[src/rtl/fifo_word_serializer.sv]
// fifo_word_serializer
// Drains a word FIFO and streams each word out as RATIO narrower beats on a
// valid/ready interface, flagging the final beat of every word. A new word is
// popped in the same cycle as the last beat of the previous one when the FIFO
// is non-empty, so consecutive words stream without a bubble.

module fifo_word_serializer #(
  parameter int in_width  = 32,
  parameter int out_width = 8,
  parameter int msb_first = 0,
  parameter int cnt_width = 16
) (
  input  logic                 clk,
  input  logic                 reset,
  input  logic                 fifo_empty,
  input  logic [in_width-1:0]  fifo_data,
  output logic                 fifo_pop,
  output logic                 out_valid,
  input  logic                 out_ready,
  output logic [out_width-1:0] out_data,
  output logic                 out_last,
  output logic                 busy,
  output logic [cnt_width-1:0] words_sent
);

  localparam int RATIO = in_width / out_width;
  localparam int BCW   = (RATIO > 1) ? $clog2(RATIO) : 1;
  localparam logic [BCW-1:0] LAST_BEAT = BCW'(RATIO - 1);

  typedef enum logic {
    IDLE = 1'b0,
    SEND = 1'b1
  } state_t;

  state_t               state_q, state_d;
  logic [in_width-1:0]  shreg_q, shreg_d;
  logic [BCW-1:0]       beat_q, beat_d;
  logic [cnt_width-1:0] words_q, words_d;

  logic                 accept_s;
  logic                 last_s;
  logic                 pop_s;
  logic [in_width-1:0]  shifted_s;

  // Shift the held word one beat toward the emit end, zero-filling behind it.
  always_comb begin
    if (msb_first != 0) begin
      shifted_s = shreg_q << out_width;
    end else begin
      shifted_s = shreg_q >> out_width;
    end
  end

  // Next-state logic: load on pop, shift on accepted beats, count finished words.
  always_comb begin
    state_d  = state_q;
    shreg_d  = shreg_q;
    beat_d   = beat_q;
    words_d  = words_q;
    pop_s    = 1'b0;
    last_s   = (beat_q == LAST_BEAT);
    accept_s = (state_q == SEND) && out_ready;
    case (state_q)
      IDLE: begin
        if (!fifo_empty) begin
          pop_s   = 1'b1;
          shreg_d = fifo_data;
          beat_d  = {BCW{1'b0}};
          state_d = SEND;
        end else begin
          state_d = IDLE;
        end
      end
      SEND: begin
        if (accept_s) begin
          if (last_s) begin
            words_d = words_q + cnt_width'(1);
            if (!fifo_empty) begin
              // Zero-bubble reload: next word is taken on the same edge.
              pop_s   = 1'b1;
              shreg_d = fifo_data;
              beat_d  = {BCW{1'b0}};
              state_d = SEND;
            end else begin
              shreg_d = shifted_s;
              beat_d  = {BCW{1'b0}};
              state_d = IDLE;
            end
          end else begin
            shreg_d = shifted_s;
            beat_d  = beat_q + BCW'(1);
          end
        end else begin
          // Stall: hold everything until the sink accepts.
          state_d = SEND;
        end
      end
      default: begin
        state_d = IDLE;
        shreg_d = {in_width{1'b0}};
        beat_d  = {BCW{1'b0}};
      end
    endcase
  end

  // State registers with synchronous reset; reset discards any word in flight.
  always_ff @(posedge clk) begin
    if (reset) begin
      state_q <= IDLE;
      shreg_q <= {in_width{1'b0}};
      beat_q  <= {BCW{1'b0}};
      words_q <= {cnt_width{1'b0}};
    end else begin
      state_q <= state_d;
      shreg_q <= shreg_d;
      beat_q  <= beat_d;
      words_q <= words_d;
    end
  end

  // The FIFO must never be popped while reset is held.
  assign fifo_pop   = pop_s && !reset;

  assign out_valid  = (state_q == SEND);
  assign busy       = (state_q == SEND);
  assign out_last   = (state_q == SEND) && last_s;
  assign words_sent = words_q;

  generate
    if (msb_first != 0) begin : g_emit_msb
      assign out_data = shreg_q[in_width-1 -: out_width];
    end else begin : g_emit_lsb
      assign out_data = shreg_q[out_width-1:0];
    end
  endgenerate

endmodule
[config.mk]
export PLATFORM = sky130hd
export DESIGN_NAME = fifo_word_serializer
export DESIGN_NICKNAME = d
export VERILOG_FILES = /design/src/rtl/fifo_word_serializer.sv
export SDC_FILE = /design/constraint.sdc
export NUM_CORES = 1
export LEC_CHECK = 0
export CAP_MARGIN = 20
export CORE_ASPECT_RATIO = 1.5
export CORE_MARGIN = 5
export CORE_UTILIZATION = 35
export DETAILED_ROUTE_END_ITERATION = 12
export GPL_TIMING_DRIVEN = 0
export PLACE_DENSITY = 0.61
export SETUP_SLACK_MARGIN = 0.1
export SYNTH_ARGS = -nofsm -noshare
export SYNTH_HDL_FRONTEND = slang
export SYNTH_SLANG_ARGS = --single-unit
[constraint.sdc]
create_clock -name clk -period 2.8 [get_ports clk]
set_clock_uncertainty 0.2 [all_clocks]
set_input_delay 0.7 -clock clk [delete_from_list [all_inputs] [get_ports clk]]
set_output_delay 0.7 -clock clk [all_outputs]
set_load 0.02 [all_outputs]
== Word level (Yosys, flattened, before mapping) ==
Index checks and enable logic that the tools add are counted.
Operators by class
  add/sub/neg operators: 2
  multiply operators: 0
  div/mod/pow operators: 0
  order comparisons: 0
  equal/unequal tests: 3
  shift-type cells: 0
  mux-type cells: 16
  bitwise logic cells: 1
  reductions and logical operators: 6
Operators with widths (count)
  $mux W32: 4
  $pmux W32 S2: 1
  $add A16 B1 Y16 const B: 1
  $mux W2: 3
  $mux W1: 5
  $pmux W1 S2: 2
  $pmux W2 S2: 1
  $logic_and A1 B1 Y1: 3
  $reduce_and A3 Y1: 1
  $add A2 B1 Y2 const B: 1
  $eq A2 B2 Y1 const B: 1
  $ne A2 B1 Y1 const B: 1
  $ne A2 B2 Y1 const B: 1
  $reduce_and A2 Y1: 1
  $logic_not A1 Y1: 1
  $not A1 Y1: 1
Word-level totals
  bits in registers: 51
  latch bits: 0
  bits in writable memories: 0
  ROM bits: 0
  memories kept: 0

== Depth between registers and ports, before layout ==
  depth after elaboration: 5
  gate-level depth with buffers: 7
  mapped depth without buffers: 5

== Worst setup path before layout ==
OpenSTA, ideal clock, no wires.
  path type: input port to output port
  start point: input port out_ready
  end point: output port fifo_pop
  arrival time: 1.276 ns
  required time: 1.900 ns
  path slack: 0.624 ns
  cell stages on the path: 2
  path buffers: 0
  path through: nand2_1 > a211oi_4
Between the ends
  word-level cells in the longest chain between the ends: 4
RTL lines
  start: declaration: line 19  | input logic out_ready,
  $logic_and A1 B1 Y1: line 62  | accept_s = (state_q == SEND) && out_ready;
  $mux W1: line 75  | if (accept_s) begin
  $pmux W1 S2: line 63  | case (state_q)
  $logic_and A1 B1 Y1: line 122  | assign fifo_pop = pop_s && !reset;
  end: declaration: line 17  | output logic fifo_pop,
No other way between the ends.

== Worst setup path after layout ==
  start point: register beat_q[0]
  end point: output port out_last
Between the ends
  word-level cells in the longest chain between the ends: 2
RTL lines
  start: declaration: line 37  | logic [BCW-1:0] beat_q, beat_d;
  start signal: assignment: line 111  | beat_q <= {BCW{1'b0}};
  start signal: assignment: line 116  | beat_q <= beat_d;
  $eq A2 B2 Y1: line 61  | last_s = (beat_q == LAST_BEAT);
  $logic_and A1 B1 Y1: line 126  | assign out_last = (state_q == SEND) && last_s;
  end: declaration: line 21  | output logic out_last,
No other way between the ends.

==> impl_results.md <==
* Vias at 1,771
* Count leader, synth: dfxtp_1
* FF+latch count, synth at 51
* Status: completed
* Leakage at 1.17 nW
* Register share of total power at 55.2%
* Fin. max-slew vios at 0
* # DRC at 0
* GRT overflow at 0
* Vias in the first global route at 1,792
* Top cell type's share of synthesized area at about 46%
* Global-route wire length before repair at 8.36 mm
* Final setup violation count at 0
* EDFF count, synth at 0
* # fillers at 595
* Die X at 75.2 µm
* Syn Nets at 251
* CP Launch Type: flip-flop
* Peak Freq at 385 MHz
* Critical Path AT at 1.70 ns
* Antenna diode instance count at 0
* Root buffer cell: clkbuf_8
* Initial antenna violation count at 0
* Int Pwr at 0.00105 W
* Ys flop type: dfxtp_1
* Crit Path Category: reg2out
* Min-Delay Path Class: reg2reg
* Initial Utilization at 36.1%
* Combinational power share at 15.3%
* CTS buffer count at 5
* Area Overhead vs Synth at 36.6%
* Unrepaired setup endpoints after global routing: true
* Wirelength per Cell at 14.6 µm
* Clock Path Buffers at 2
* Power share of the clock group at between 20% and 30%
* Slew margin rel. at between 60% and 70%
* Minimum clock period at 2.60 ns
* TritonCTS clock tree: built
* Psw at 0.000352 W
* Row count at 35
* I/O pins at 64
* Synth top area cells: dfxtp_1 46%, mux2i_1 11%, o2bb2ai_1 9.4%, buf_4 3.4%, a22o_1 3.1%
* Die area at 8100 µm²
* Layout Nets at roughly 320
* GP Congestion at approximately 0.77
* Reg area at 1020 µm²
* Sw Share at between 20% and 30%
* Peak supply drop at 0.228 mV
* Max FO, Critical Path at 6
* Final worst slack at 0.201 ns
* Core area at 6170 µm²
* Avg Cell Area, Syn at 10.5 µm²
* Final WL at 5.26 mm
* Worst endpoint required time at 1.90 ns
* Layout cell share with drive strength beyond 1 at between 10 and 15%
* Largest net degree at the start of global routing at 16
* Clock Latency Late Sink at approximately 0.30 ns
* Port Buffers at 63
* Design Area, Final at slightly above 3000 µm²
* Final hold vios at 0
* PD cells at 462 nW/µm²
* Cell taking the most area after synthesis: dfxtp_1
* Vias/cell at 4.93
* HPWL Detailed at 4.01 mm
* Drt pass-1 iters at 4
* Post-Syn Area at 2230 µm²
* Ys async rst share at 0%
* Seq/Total Area, Yosys at 45.8%
* Worst-Margin Slew at 0.475 ns
* Final period utilization at approximately 93%
* Synth cell count leaders: 51 x dfxtp_1, 25 x mux2i_1, 24 x o2bb2ai_1, 17 x nor2_1, 10 x buf_4
* Max-cap viol count at 0
* Synth warn at 0
* DP Worst Slack at -0.821 ns
* Iteration-0 DRC count of the detailed router at 46
* Placed Area at just under 3000 µm²
* Gr usage total at between 10% and 20%
* Chip height at 108 µm
* Worst-path clk slew at 0.09 ns
* Multi-input logic area at 1060 µm²
* Cell count after synthesis at 213
* # clock sinks at 51
* H-tree Lvls at 2
* CP Capture Type: output port
* Cell variety after synth at 36
* Routed Antenna Nets at 0
[area by class of cell]
type / count / share of cell area (%)
repair buffers: 64 / 20.9
inverters: 5 / 0.616
well taps: 74 / 3.04
clock buffers: 6 / 2.38
plain buffers: 20 / 4.39
multi-input cells: 137 / 34.8
flip-flops and latches: 51 / 33.5
clock inverters: 2 / 0.411
[timing repair]
action                     in CTS  in global routing
buffers inserted                1                  0
gates cloned                    0                  0
gates resized for setup         6                  2
pin swaps                       1                  0
hold buffers                    0                  0
setup endpoints to repair       1                  2
[stage by stage]
stage | power, W | instances | setup TNS (ns) | hold WS [ns] | utilization, %
floorplan | 0.000909 | 213 | 0 | 0.232 | -
global placement | 0.00101 | 350 | -0.832 | 0.245 | 47.8
detailed placement | 0.00101 | 350 | -0.821 | 0.248 | 47.8
CTS | 0.00143 | 359 | 0 | 0.275 | 49.3
global route | 0.00148 | 359 | 0 | 0.284 | 49.4
finish | 0.00141 | 359 | 0 | 0.269 | 49.4
[cells by family after synthesis]
kind of cell / Yosys count / synth area share (%)
simple gates: 51 / 12.5
fa+ha+maj: 2 / 1.12
compound gates: 49 / 18.3
buf+inv: 25 / 6.84
flops: 51 / 45.8
xor+xnor: 9 / 3.53
mux: 26 / 11.9
[power by group through the flow]
stage | Sequential (W) | Combinational, W | Clock (W)
2_1_floorplan | 0.000789 | 0.000120 | 0
3_3_place_gp | 0.000793 | 0.000218 | 0
3_5_place_dp | 0.000793 | 0.000219 | 0
4_1_cts | 0.000777 | 0.000220 | 0.000432
5_1_grt | 0.000781 | 0.000234 | 0.000461
6_report | 0.000776 | 0.000216 | 0.000415
[registers in the layout, summed over array words and instances (netlist names)]
signal / count
shreg_q: 32
beat_q: 2
busy: 1
words_sent: 16
[layer usage]
metal / up-vias / GRT usage [%] / share of wire (%)
li1: 907 / - / -
met1: 811 / 15.8 / 43
met2: 47 / 22.9 / 50
met3: 6 / 3.18 / 6.3
met4: 0 / 4.13 / 1.3
met5: - / 0 / 0
[layout by cell type (no fill, tap or decap), types with 2 or more instances in the layout]
cell type,count
clkbuf_1,4
buf_2,5
buf_6,2
clkdlybuf4s50_1,59
a21oi_1,7
a22o_1,8
nor4_2,2
inv_1,4
nand4_1,3
nand3_1,5
dlygate4sd2_1,2
a31o_1,2
nor3_2,2
dfxtp_1,51
mux2i_1,25
nand2_1,7
nand4_2,2
o2bb2ai_1,24
o21ai_0,2
nor3_1,5
or3_1,2
nand2b_1,3
clkbuf_8,5
xnor2_1,7
xor2_1,2
nor2_1,17
buf_4,11
[final timing paths]
path                             startpoint        endpoint  slack [ns]  cells after the start
worst max-delay path              beat_q[0]        out_last        0.20                      3
worst min-delay path            shreg_q[15]     shreg_q[15]        0.27                      1
worst max register to register    beat_q[0]  words_sent[15]        0.89                      5
worst min register to register  shreg_q[15]     shreg_q[15]        0.27                      1
[critical path, stage by stage (launching register included)]
cell and delay, ns:
dfxtp_1 0.36, ha_2 0.26, and2_1 0.17, clkdlybuf4s50_1 0.61
Note: power is estimated with default switching activity, not from simulation.
